## src/rtl/ds_sample_scheduler.sv

```systemverilog
// Sample scheduler for the delta-sigma PWM modulator: buffers host samples in a small FIFO
// and advances u every 2^k modulator pulses, optionally interpolating linearly in between.
module ds_sample_scheduler #(
    parameter int SAMPLE_BITS = 16,
    parameter int IN_BITS     = 23,
    parameter int FIFO_LOG2   = 2
) (
    input  logic                   clk,
    input  logic                   reset,
    input  logic                   in_valid,
    input  logic [SAMPLE_BITS-1:0] in_data,
    output logic                   in_ready,
    input  logic                   enable,
    input  logic [2:0]             period_log2,
    input  logic                   interp_en,
    input  logic                   clear_underrun,
    input  logic                   pulse_done,
    output logic [IN_BITS-1:0]     u,
    output logic                   sample_tick,
    output logic                   underrun,
    output logic [FIFO_LOG2:0]     fifo_level
);
    localparam int FRAC  = IN_BITS - SAMPLE_BITS;
    localparam int DEPTH = 1 << FIFO_LOG2;
    localparam logic [SAMPLE_BITS-1:0] MID = {1'b1, {(SAMPLE_BITS-1){1'b0}}};

    typedef enum logic [1:0] {IDLE, PRIME, RUN} state_t;
    state_t state, state_next;

    logic [SAMPLE_BITS-1:0] mem [DEPTH];
    logic [FIFO_LOG2-1:0]   wr_ptr, rd_ptr;
    logic                   fifo_empty, fifo_full, push, pop;
    logic [SAMPLE_BITS-1:0] head;

    logic [SAMPLE_BITS-1:0] base;
    logic signed [IN_BITS-1:0] step;
    logic [FRAC-1:0]        cnt;
    logic [2:0]             k_cur;
    logic [FRAC:0]          cnt_last;
    logic                   counting, load_k, tick;

    logic signed [SAMPLE_BITS:0]  delta;
    logic signed [IN_BITS-1:0]    delta_ext, step_new;

    // Handshake: a sample transfers on a cycle where in_valid && in_ready; data is taken with it.
    assign fifo_empty = (fifo_level == '0);
    assign fifo_full  = (fifo_level == (FIFO_LOG2+1)'(DEPTH));
    assign in_ready   = !fifo_full;
    assign push       = in_valid && !fifo_full;
    assign pop        = tick && !fifo_empty;
    assign head       = mem[rd_ptr];

    always_ff @(posedge clk) begin
        if (reset) begin
            wr_ptr     <= '0;
            rd_ptr     <= '0;
            fifo_level <= '0;
        end else begin
            if (push) begin
                mem[wr_ptr] <= in_data;
                wr_ptr      <= wr_ptr + 1'b1;
            end
            if (pop)
                rd_ptr <= rd_ptr + 1'b1;
            case ({push, pop})
                2'b10:   fifo_level <= fifo_level + 1'b1;
                2'b01:   fifo_level <= fifo_level - 1'b1;
                default: fifo_level <= fifo_level;
            endcase
        end
    end

    always_ff @(posedge clk) begin
        if (reset)
            state <= IDLE;
        else
            state <= state_next;
    end

    always_comb begin
        state_next = state;
        if (!enable)
            state_next = IDLE;
        else begin
            case (state)
                IDLE:    state_next = PRIME;
                PRIME:   if (!fifo_empty) state_next = RUN;
                RUN:     state_next = RUN;
                default: state_next = IDLE;
            endcase
        end
    end

    always_comb begin
        counting = (state == RUN) && enable;
        load_k   = (state == PRIME) && (state_next == RUN);
        cnt_last = ((FRAC+1)'(1) << k_cur) - 1'b1;
        tick     = counting && pulse_done && (cnt == cnt_last[FRAC-1:0]);
    end

    // Interpolation step spreads (s - base) over 2^k pulses in the fractional bits of u.
    always_comb begin
        delta     = $signed({1'b0, head}) - $signed({1'b0, base});
        delta_ext = {{(IN_BITS-SAMPLE_BITS-1){delta[SAMPLE_BITS]}}, delta};
        step_new  = delta_ext <<< (3'(FRAC) - period_log2);
    end

    always_ff @(posedge clk) begin
        if (reset) begin
            u           <= {MID, {FRAC{1'b0}}};
            base        <= MID;
            step        <= '0;
            cnt         <= '0;
            k_cur       <= '0;
            sample_tick <= 1'b0;
            underrun    <= 1'b0;
        end else begin
            sample_tick <= tick;
            if (load_k)
                k_cur <= period_log2;
            if (!counting)
                cnt <= '0;
            else if (pulse_done) begin
                if (tick) begin
                    cnt   <= '0;
                    k_cur <= period_log2;
                    if (!fifo_empty) begin
                        base <= head;
                        if (interp_en) begin
                            u    <= {base, {FRAC{1'b0}}};
                            step <= step_new;
                        end else begin
                            u    <= {head, {FRAC{1'b0}}};
                            step <= '0;
                        end
                    end else begin
                        u    <= {base, {FRAC{1'b0}}};
                        step <= '0;
                    end
                end else begin
                    cnt <= cnt + 1'b1;
                    u   <= u + $unsigned(step);
                end
            end
            if (tick && fifo_empty)
                underrun <= 1'b1;
            else if (clear_underrun)
                underrun <= 1'b0;
        end
    end
endmodule

```

## config.mk

```make
export PLATFORM = sky130hd
export DESIGN_NAME = ds_sample_scheduler
export DESIGN_NICKNAME = d
export VERILOG_FILES = /design/src/rtl/ds_sample_scheduler.sv
export SDC_FILE = /design/constraint.sdc
export NUM_CORES = 1
export LEC_CHECK = 0
export ABC_AREA = 0
export CAP_MARGIN = 5
export CORE_MARGIN = 1.5
export CORE_UTILIZATION = 54
export CTS_CLUSTER_DIAMETER = 200
export DETAILED_ROUTE_END_ITERATION = 8
export PLACE_DENSITY = 0.76
export SLEW_MARGIN = 20
export SYNTH_ARGS = -nofsm -noshare
export SYNTH_HDL_FRONTEND = slang
export SYNTH_SLANG_ARGS = --single-unit
```

## constraint.sdc

```tcl
create_clock -name clk -period 3.6 [get_ports clk]
set_input_delay 0.54 -clock clk [delete_from_list [all_inputs] [get_ports clk]]
set_output_delay 0.54 -clock clk [all_outputs]
set_load 0.1 [all_outputs]
```

==> impl_results.md, run 1 <==
* # rows at 45
* DP Wirelength at roughly 14 mm
* Avg Inst Size Synth at 9.91 µm²
* Synth top area share at a little under a quarter
* Final Util at about two thirds
* Seq/Total Area, Yosys at a little over two fifths
* Hold crit path type: flop to flop
* Placed Cells at 1082
* Synth cell types at between 70 and 80
* Post-Layout Cell Count at about 1100
* Worst-margin pin slew at 982 ps
* Outcome: complete, no violations
* DR vias at roughly 6600
* RePlAce Congestion at roughly 0.9
* Overall Power at 4.05 mW
* Most frequent cell after synthesis: nand2_1
* Critical Path RT at slightly below 4000 ps
* Vias/cell at ~5.9
* Setup tns final at 0 ps
* IO Count at 55
* Overall die height at 127 µm
* Routed WL at about 20 mm
* CP peak stage delay at just over 500 ps
* CTS tree: built
* Design Area, Final at around 10000 µm²
* Pins Over Slew Limit at 0
* Largest net degree at the start of global routing at between 40 and 50
* Max-slew headroom at about 34%
* Setup Skew at 14.7 ps
* Synth cell count leaders: nand2_1 (97), dfxtp_1 (85), nor2_1 (79)
* Die area at 16200 µm²
* Area growth, synth to finish at 19.7%
* First-pass GRT wire length at approximately 32 mm
* Worst skew pair latency at 440 ps
* Synthesized instance count at 844
* GRT Total Usage at 25.3%
* Netlist Area Pre-Place at 8360 µm²
* Core Region at 15100 µm²
* Crit path time final at approximately 3500 ps
* Post-synth ARST share at 0%
* Cell Pwr Density at about 400 nW/µm²
* Fillcell total at ~1200
* Drc violations at 0
* Dpl cell area at between 9000 and 10000 µm²
* Final hold vios at 0
* Ys Warns at 0
* Leak at roughly 3.7 nW
* Crit path setup slack, layout at around 120 ps
* Ys flop type: dfxtp_1
* Min-Delay Path Depth at 2
* CTS root buf: clkbuf_16
* Most area-consuming cells after synthesis: edfxtp_1 (23%), dfxtp_1 (20%), ha_1 (6.7%)
* Vias in the first global route at 6254
* Clock slew at the register clock pins of the worst setup and hold paths at 70 ps
* Hold Slack at about 460 ps
* Worst-path maximum fanout at 5
* Routed WL per cell at 17.8 µm
* Leading area contributor after synthesis: edfxtp_1
* WP buf/inv at 4
* Arrival time at the worst endpoint at 3820 ps
* TritonCTS Buffers at 17
* Clock tree buffer depth at 2
* Ant. Diodes at 0
* Fmax at ~290 MHz
* Post-synth EDFFs at 64
* Post-CTS Hold Fix Bufs at 0
* Share of cells above drive strength 1 at 14.3%
* Place WS at -35.3 ps
* # setup viols final at 0
* Die width at approximately 130 µm
* CP Launch Type: flop
* Sinks on Clock Net at between 100 and 150
* Count of input and output buffers at between 50 and 60
* CTS H-Tree Depth at 4
* VDD IR max at 347 µV
* CP Depth at 16
* Crit-path cells: buf_6 -> mux4_2 -> inv_1 -> ha_1 -> inv_1 -> fa_2 -> a211oi_2 -> nor2_1 -> o211ai_1 -> a21boi_1 -> o22ai_2 -> buf_4 -> mux2i_1 -> o21ai_0 -> o311a_1 -> a221oi_2
* #FFs+latches synth at between 100 and 150
* Drt first pass iters at 5
* # nets final at about 990
* Critical path's slowest cell: mux4_2
* Antenna violations before repair at 0
* RSZ-0062 raised after global routing: true
* Kind of critical path: flop to flop
* Post-DRT Antenna Nets at 0
* R2R depth at 16
* Crit-path most repeated cell: inv_1
* Initial core utilization at 55.2%
* Family with the most delay on the worst path: compound AO/OA/AOI/OAI gates
* Iteration-0 DRC Markers at around 520
* Syn nets at slightly above 900
* Max-cap violation count at 0
* GRT overflow at 0
* CP endpoint kind: flop
* Fin crit share at between 90% and 100%
## power breakdown
group	leakage, nW	switching (mW)	internal [mW]
combinational	2.20	0.257	0.176
clock	0.280	0.775	1.04
sequential	1.27	0.0125	1.79
## path summary, 6_finish.rpt
kind | startpoint | end | slack (ps)
worst max-delay path | flop | step[21] | 120
worst min-delay path | base[1] | base[1] | 460
worst max register to register | flop | step[21] | 120
worst min register to register | base[1] | base[1] | 460
## logic make-up after synthesis
family | count (synthesis) | share of synthesized area [%]
AND/OR/NAND/NOR | 264 | 14.6
AO/OA/AOI/OAI | 213 | 17.5
flip-flops | 149 | 43.3
buffers and inverters | 73 | 3.56
multiplexers | 52 | 8.83
adder cells (fa/ha/maj) | 48 | 7.45
XOR/XNOR | 45 | 4.71
## cells in the final DEF (no fill, tap or decap), drive strengths merged, types with 6 or more instances in the layout
cell type      instances
mux2i                 31
buf                   42
nor3                  14
a21o                  13
clkbuf                17
a211oi                13
a2111oi                8
mux4                  17
nand2b                11
o21a                  11
dfxtp                 85
nor2b                 12
edfxtp                64
o22ai                  7
nand3                 12
a31oi                  6
ha                    45
nor2                  79
xnor2                 22
xor2                  23
a211o                  6
o211ai                 7
or3                    7
inv                   40
a21oi                 59
a221oi                 8
nand2                101
o21ai                 36
clkdlybuf4s50         53
## area by class of cell
class	instances	area (µm²)	area share, %
clock buffer	17	425	4.25
clock inverter	15	171	1.71
inverter	33	124	1.24
multi-input combinational	622	4550	45.5
sequential	149	3620	36.2
tap	188	235	2.35
timing repair buffer	95	876	8.75
## worst min-delay path, delay by kind of cell (launching register included)
family | cells | cell delay, ps
AO/OA/AOI/OAI | 1 | 50
flip-flops | 1 | 310
AND/OR/NAND/NOR | 1 | 50
## routing by layer
| layer | routed length, µm | vias to the layer above | share of wire, % | track usage (%) |
|---|---|---|---|---|
| met5 | 0 | - | 0 | 0 |
| met3 | 870 | 29 | 4.4 | 4.40 |
| met4 | 420 | 0 | 2.1 | 9.69 |
| met1 | 9070 | 3122 | 45 | 33.1 |
| met2 | 9590 | 170 | 48 | 42.2 |
| li1 | - | 3251 | - | - |
## state kept, by name, indices dropped and copies added, names as in the netlist, named ones only
signal,count
rd_ptr,2
wr_ptr,2
u,23
cnt,7
sample_tick,1
k_cur,3
fifo_level,3
step,23
state,2
mem,64
base,16
underrun,1
## what timing repair did
action	4_1_cts	5_1_grt
cloned	0	0
buffers inserted	0	5
resized for setup	2	23
pin swaps	0	12
endpoints found under the setup margin	3	16
(Power assumes the default switching activity.)
==> run 2, diff against run 1 <==
CORE_UTILIZATION = 58   (was 54)
DONT_BUFFER_PORTS = 1   (was default)
PLACE_DENSITY = 0.75   (was 0.76)
==> impl_results.md, run 2 (synthesized netlist as in run 1, its figures left out) <==
* Outcome: complete, no violations (unchanged)
* Clock slew at the register clock pins of the worst setup and hold paths at 60 ps (was 70 ps)
* GRT Total Usage at 28.1% (was 25.3%)
* Max-slew headroom at 30.0% (was 34.4%)
* Hold_sp: reset (was base[1])
* CP endpoint kind: flop (unchanged)
* VDD IR max at 409 µV (was 347 µV)
* DR vias at 6577 (was 6572)
* TritonCTS Buffers at 17 (unchanged)
* Routed WL per cell at 18.9 µm (was 17.8 µm)
* # rows at 43 (was 45)
* Die width at 123 µm (was 127 µm)
* Seq pwr share at 46.9% (was 44.5%)
* Setup Skew at 10.5 ps (was 14.7 ps)
* Worst skew pair latency at 430 ps (was 440 ps)
* Design Area, Final at 9610 µm² (was 10000 µm²)
* Core Region at 14000 µm² (was 15100 µm²)
* Fillcell total at 1055 (was 1174)
* Post-Layout Cell Count at 1080 (was 1119)
* Post-CTS Hold Fix Bufs at 0 (unchanged)
* Routed WL at 20.4 mm (was 20.0 mm)
* Clk pwr share at 43.6% (was 44.8%)
* Largest net degree at the start of global routing at 72 (was 45)
* CP Launch Type: flop (unchanged)
* Crit path setup slack, layout at 118 ps (was 117 ps)
* Leak at 3.65 nW (was 3.75 nW)
* Final hold vios at 0 (unchanged)
* GRT overflow at 0 (unchanged)
* Count of input and output buffers at 0 (was 54)
* Fin crit share at 96.7% (was 96.8%)
* Clock tree buffer depth at 2 (unchanged)
* First-pass GRT wire length at 32.4 mm (was 31.7 mm)
* Vias/cell at 6.09 (was 5.87)
* Hold path endpoint: u[1] (was base[1])
* Most frequent cells in the layout: nand2_1 (97), dfxtp_1 (84), nor2_1 (77) (was nand2_1 (97), dfxtp_1 (84), nor2_1 (78))
* R2r endpoint: step[17] (was step[21])
* Drt first pass iters at 5 (unchanged)
* CP peak stage delay at 570 ps (was 510 ps)
* WP buf/inv at 2 (was 4)
* CTS root buf: clkbuf_16 (unchanged)
* Psw at 0.952 mW (was 1.04 mW)
* Overall die height at 123 µm (was 127 µm)
* Wl on met1 at 8.58 mm (was 9.07 mm)
* Max FFs per register at 64 (unchanged)
* Area growth, synth to finish at 15.0% (was 19.7%)
* Comb power frac at 9.5% (was 10.7%)
* Arrival time at the worst endpoint at 3770 ps (was 3820 ps)
* Die area at 15100 µm² (was 16200 µm²)
* Ant. Diodes at 0 (unchanged)
* Share of cells above drive strength 1 at 16.9% (was 14.3%)
* Worst-path maximum fanout at 6 (was 5)
* Worst reg-to-reg setup slack at 120 ps (about the same)
* Hold crit path type: input port to flop (was flop to flop)
* Top routing layer in use: met4 (unchanged)
* Hold Slack at 180 ps (was 457 ps)
* Iteration-0 DRC Markers at 523 (was 524)
* Reg with most FFs: mem (unchanged)
* Sinks on Clock Net at 149 (unchanged)
* # setup viols final at 0 (unchanged)
* Kind of critical path: flop to flop (unchanged)
* Antenna violations before repair at 0 (unchanged)
* Critical Path RT at 3890 ps (was 3940 ps)
* CTS tree: built (unchanged)
* Dpl cell area at 8890 µm² (was 9280 µm²)
* DP Wirelength at 14.7 mm (was 14.3 mm)
* CTS H-Tree Depth at 4 (unchanged)
* Family with the most delay on the worst path: compound AO/OA/AOI/OAI gates (unchanged)
* Crit-path cells: buf_4 -> mux4_2 -> ha_1 -> o21a_1 -> o21a_1 -> o21ai_1 -> o311ai_0 -> a311oi_2 -> buf_4 -> or2_1 -> o311a_1 -> o221ai_1 (was buf_6 -> mux4_2 -> inv_1 -> ha_1 -> inv_1 -> fa_2 -> a211oi_2 -> nor2_1 -> o211ai_1 -> a21boi_1 -> o22ai_2 -> buf_4 -> mux2i_1 -> o21ai_0 -> o311a_1 -> a221oi_2)
* Sw Share at 24.8% (was 25.8%)
* IO Count at 55 (unchanged)
* Drc violations at 0 (unchanged)
* Overall Power at 3.85 mW (was 4.05 mW)
* R2R depth at 12 (was 16)
* RePlAce Congestion at 0.928 (was 0.901)
* Pins Over Slew Limit at 0 (unchanged)
* Metal2 WL at 10.1 mm (was 9.59 mm)
* # nets final at 961 (was 992)
* Met3 wire length at 1.30 mm (was 870 µm)
* Most common cell after layout, fill and taps aside: nand2_1 (unchanged)
* Fmax at 287 MHz (about the same)
* Worst-margin pin slew at 1050 ps (was 982 ps)
* Critical path's slowest cell: mux4_2 (unchanged)
* Max-cap violation count at 0 (unchanged)
* Vias in the first global route at 6658 (was 6254)
* Min-Delay Path Depth at 1 (was 2)
* Placed Cells at 1043 (was 1082)
* Post-DRT Antenna Nets at 0 (unchanged)
* Initial core utilization at 59.8% (was 55.2%)
* Largest registers: mem: 64 flops, step: 23 flops, u: 23 flops (unchanged)
* Cell Pwr Density at 400 nW/µm² (was 405 nW/µm²)
* Place WS at -30.7 ps (was -35.3 ps)
* Crit path time final at 3480 ps (about the same)
* Cell Int Power at 2.89 mW (was 3.01 mW)
## run 2: changes by cell type in the layout (fill, tap and decap cells not counted), sizes merged
cell | before | now
buf | 42 | 64
bufinv | 2 | 1
clkbuf | 17 | 19
clkdlybuf4s50 | 53 | 0
clkinvlp | 4 | 6
inv | 40 | 37
## run 2: per-layer routing
| metal | track usage, % | up-vias |
|---|---|---|
| li1 | - | 3188 |
| met1 | 33.5 | 3131 |
| met2 | 50.1 | 216 |
| met3 | 5.44 | 42 |
| met4 | 10.6 | 0 |
| met5 | 0 | - |
## run 2: layout make-up
type	instances	area (µm²)	share of cell area (%)
Clock buffer	19	433	4.50
Clock inverter	13	123	1.28
Inverter	33	124	1.29
Multi-Input combinational cell	622	4580	47.7
Sequential cell	149	3620	37.7
Tap cell	180	225	2.34
Timing Repair Buffer	64	497	5.17
## run 2: stage by stage
| stage | util, % | setup TNS [ps] |
|---|---|---|
| 6_report | 68.7 | 0 |
| 5_1_grt | 68.7 | -19.8 |
| 4_1_cts | 67.6 | 0 |
| 3_5_place_dp | 63.6 | -73.4 |
| 3_3_place_gp | 63.6 | -42.0 |
| 2_1_floorplan | - | 0 |
## run 2: power groups by stage
| stage | registers [mW] | clock network [mW] | logic (mW) |
|---|---|---|---|
| finish | 1.80 | 1.68 | 0.365 |
| global route | 1.80 | 1.75 | 0.396 |
| CTS | 1.80 | 1.70 | 0.342 |
| detailed placement | 1.84 | 0 | 0.335 |
| global placement | 1.84 | 0 | 0.329 |
| floorplan | 1.86 | 0 | 0.250 |
## run 2: what timing repair did
| item | in CTS | in global routing |
|---|---|---|
| endpoints found under the setup margin | 10 | 15 |
| gates resized for setup | 5 | 20 |
| buffers inserted | 1 | 4 |
| pin swaps | 4 | 6 |
## run 2: how the worst max path moves through the flow
stage / from / endpoint / cells after the start
6_report: flop / step[17] / 12
5_1_grt: flop / step[14] / 12
4_1_cts: flop / step[14] / 12
3_5_place_dp: flop / step[16] / 13
3_3_place_gp: flop / step[11] / 12
2_1_floorplan: flop / step[15] / 16
==> run 3, diff against run 2 <==
CORE_UTILIZATION = 60   (was 58)
CTS_BUF_LIST = sky130_fd_sc_hd__clkbuf_2   (was default)
PLACE_DENSITY = 0.78   (was 0.75)
==> impl_results.md, run 3 (synthesized netlist as in run 1, its figures left out) <==
* Outcome: complete, no violations (unchanged)
* IO Count at 55 (unchanged)
* Share of cells above drive strength 1 at 17.1% (was 16.9%)
* Pins Over Slew Limit at 0 (unchanged)
* Arrival time at the worst endpoint at 4230 ps (was 3770 ps)
* Final Util at 71.9% (was 68.7%)
* Family with the most delay on the worst path: compound AO/OA/AOI/OAI gates (unchanged)
* CP peak stage delay at 500 ps (was 570 ps)
* Post-DRT Antenna Nets at 0 (unchanged)
* Antenna violations before repair at 2 (was 0)
* # rows at 42 (was 43)
* # nets final at 981 (was 961)
* Crit path time final at 3560 ps (was 3480 ps)
* VDD IR max at 374 µV (was 409 µV)
* Core Region at 13400 µm² (was 14000 µm²)
* Die area at 14700 µm² (was 15100 µm²)
* Largest net degree at the start of global routing at 65 (was 72)
* DP Wirelength at 13.9 mm (was 14.7 mm)
* Critical path's slowest cell: mux4_2 (unchanged)
* WP buf/inv at 4 (was 2)
* Iteration-0 DRC Markers at 674 (was 523)
* # setup viols final at 0 (unchanged)
* Max FFs per register at 64 (unchanged)
* CTS tree: built (unchanged)
* Fillcell total at 973 (was 1055)
* Cell Pwr Density at 343 nW/µm² (was 400 nW/µm²)
* Crit-path cells: buf_6 -> mux4_2 -> inv_2 -> ha_4 -> inv_2 -> fa_2 -> a211oi_2 -> nor2_2 -> o211ai_1 -> a21boi_1 -> o22ai_2 -> buf_4 -> mux2i_1 -> o21ai_1 -> o311a_1 -> a221oi_2 (was buf_4 -> mux4_2 -> ha_1 -> o21a_1 -> o21a_1 -> o21ai_1 -> o311ai_0 -> a311oi_2 -> buf_4 -> or2_1 -> o311a_1 -> o221ai_1)
* Routed WL per cell at 18.7 µm (was 18.9 µm)
* Most frequent cells in the layout: nand2_1 (97), dfxtp_1 (84), nor2_1 (77) (unchanged)
* Setup Skew at 43.7 ps (was 10.5 ps)
* First-pass GRT wire length at 31.9 mm (was 32.4 mm)
* Initial core utilization at 62.4% (was 59.8%)
* Final hold vios at 0 (unchanged)
* Vias/cell at 6.15 (was 6.09)
* RSZ-0062 raised after global routing: true
* Fmax at 281 MHz (was 287 MHz)
* Most common cell after layout, fill and taps aside: nand2_1 (unchanged)
* Hold crit path type: input port to flop (unchanged)
* Design Area, Final at 9640 µm² (was 9610 µm²)
* Kind of critical path: flop to flop (unchanged)
* Reg with most FFs: mem (unchanged)
* DR vias at 6747 (was 6577)
* Drc violations at 0 (unchanged)
* Routed WL at 20.5 mm (was 20.4 mm)
* Die width at 121 µm (was 123 µm)
* CP Launch Type: flop (unchanged)
* Crit-path most repeated cell: inv_2
* Worst skew pair latency at 780 ps (was 430 ps)
* Sinks on Clock Net at 149 (unchanged)
* CTS H-Tree Depth at 4 (unchanged)
* CTS root buf: clkbuf_2 (was clkbuf_16)
* Max-cap violation count at 0 (unchanged)
* Count of input and output buffers at 0 (unchanged)
* GRT overflow at 0 (unchanged)
* GRT Total Usage at 28.4% (was 28.1%)
* CP endpoint kind: flop (unchanged)
* Critical Path RT at 4270 ps (was 3890 ps)
* Clock tree buffer depth at 2 (unchanged)
* Worst-margin pin slew at 1020 ps (was 1050 ps)
* Clock slew at the register clock pins of the worst setup and hold paths at 210 ps (was 60 ps)
* Drt first pass iters at 5 (unchanged)
* Fin crit share at 98.8% (was 96.7%)
* RePlAce Congestion at 0.905 (was 0.928)
* Worst-path maximum fanout at 3 (was 6)
* Worst reg-to-reg setup slack at 40 ps (was 120 ps)
* Leak at 3.66 nW (was 3.65 nW)
* Vias in the first global route at 6491 (was 6658)
* Dpl cell area at 8830 µm² (was 8890 µm²)
* Largest registers: mem: 64 flops, step: 23 flops, u: 23 flops (unchanged)
* Overall die height at 121 µm (was 123 µm)
* Area growth, synth to finish at 15.3% (was 15.0%)
* Max-slew headroom at 31.8% (was 30.0%)
* TritonCTS Buffers at 17 (unchanged)
==> run 3: changes by cell type in the layout (fill, tap and decap cells not counted), moves of 2 or more <==
cell | before | now
dlygate4sd3_1 | 0 | 27
clkbuf_2 | 0 | 21
clkbuf_16 | 17 | 0
buf_4 | 62 | 52
clkinvlp_4 | 6 | 1
bufinv_16 | 1 | 4
a211oi_1 | 11 | 9
a211oi_2 | 2 | 4
clkbuf_1 | 2 | 0
clkinv_4 | 1 | 3
inv_1 | 31 | 29
inv_2 | 2 | 4
inv_6 | 4 | 2
==> run 3: layout make-up <==
| class | count | area [µm²] | area share [%] |
|---|---|---|---|
| multi-input combinational | 622 | 4640 | 48.1 |
| timing repair buffer | 84 | 751 | 7.79 |
| inverter | 33 | 124 | 1.29 |
| clock buffer | 21 | 105 | 1.09 |
| antenna | 1 | 2.50 | 0.0260 |
| sequential | 149 | 3620 | 37.6 |
| clock inverter | 11 | 176 | 1.83 |
| tap | 176 | 220 | 2.28 |
==> run 3: where the power goes <==
part	internal (mW)	switching, mW
Clock	0.475	0.608
Combinational	0.169	0.251
Sequential	1.79	0.0130
Total	2.44	0.871
==> run 3: what timing repair did <==
| action | in CTS | in global routing |
|---|---|---|
| buffers inserted | 1 | 6 |
| endpoints found under the hold margin | 137 | 4 |
| gates resized for setup | 7 | 32 |
| hold buffers | 26 | 2 |
| pin swaps | 0 | 15 |
| cloned | 0 | 0 |
| endpoints found under the setup margin | 11 | 16 |
==> run 3: metrics by stage <==
step	hold slack [ps]	worst slack [ps]	power (mW)	instances	setup TNS, ps
after global routing	1.82	-128	3.42	1097	-787
after floorplan	429	26.0	2.11	844	0
after global placement	436	44.6	2.16	1029	0
after detailed placement	440	-112	2.17	1029	-209
after CTS	1.64	0.639	3.28	1088	0
final	17.0	42.4	3.31	1097	0
==> run 3: worst paths after layout <==
kind,start,to,depth (start not counted)
max,flop,step[21],16
min,pulse_done,cnt[3],3
max reg2reg,flop,step[21],16
min reg2reg,base[8],base[8],2
==> run 3: layer usage <==
layer	GRT usage [%]	vias up	wire (µm)
li1	-	3239	-
met1	34.8	3216	8500
met2	46.7	241	9880
met3	7.89	51	1370
met4	12.7	0	754
met5	0	-	0
==> run 3: worst min-delay path, cell delays in order <==
cell     delay, ps
nand4_1         80
xor2_1          70
nor2_1          70
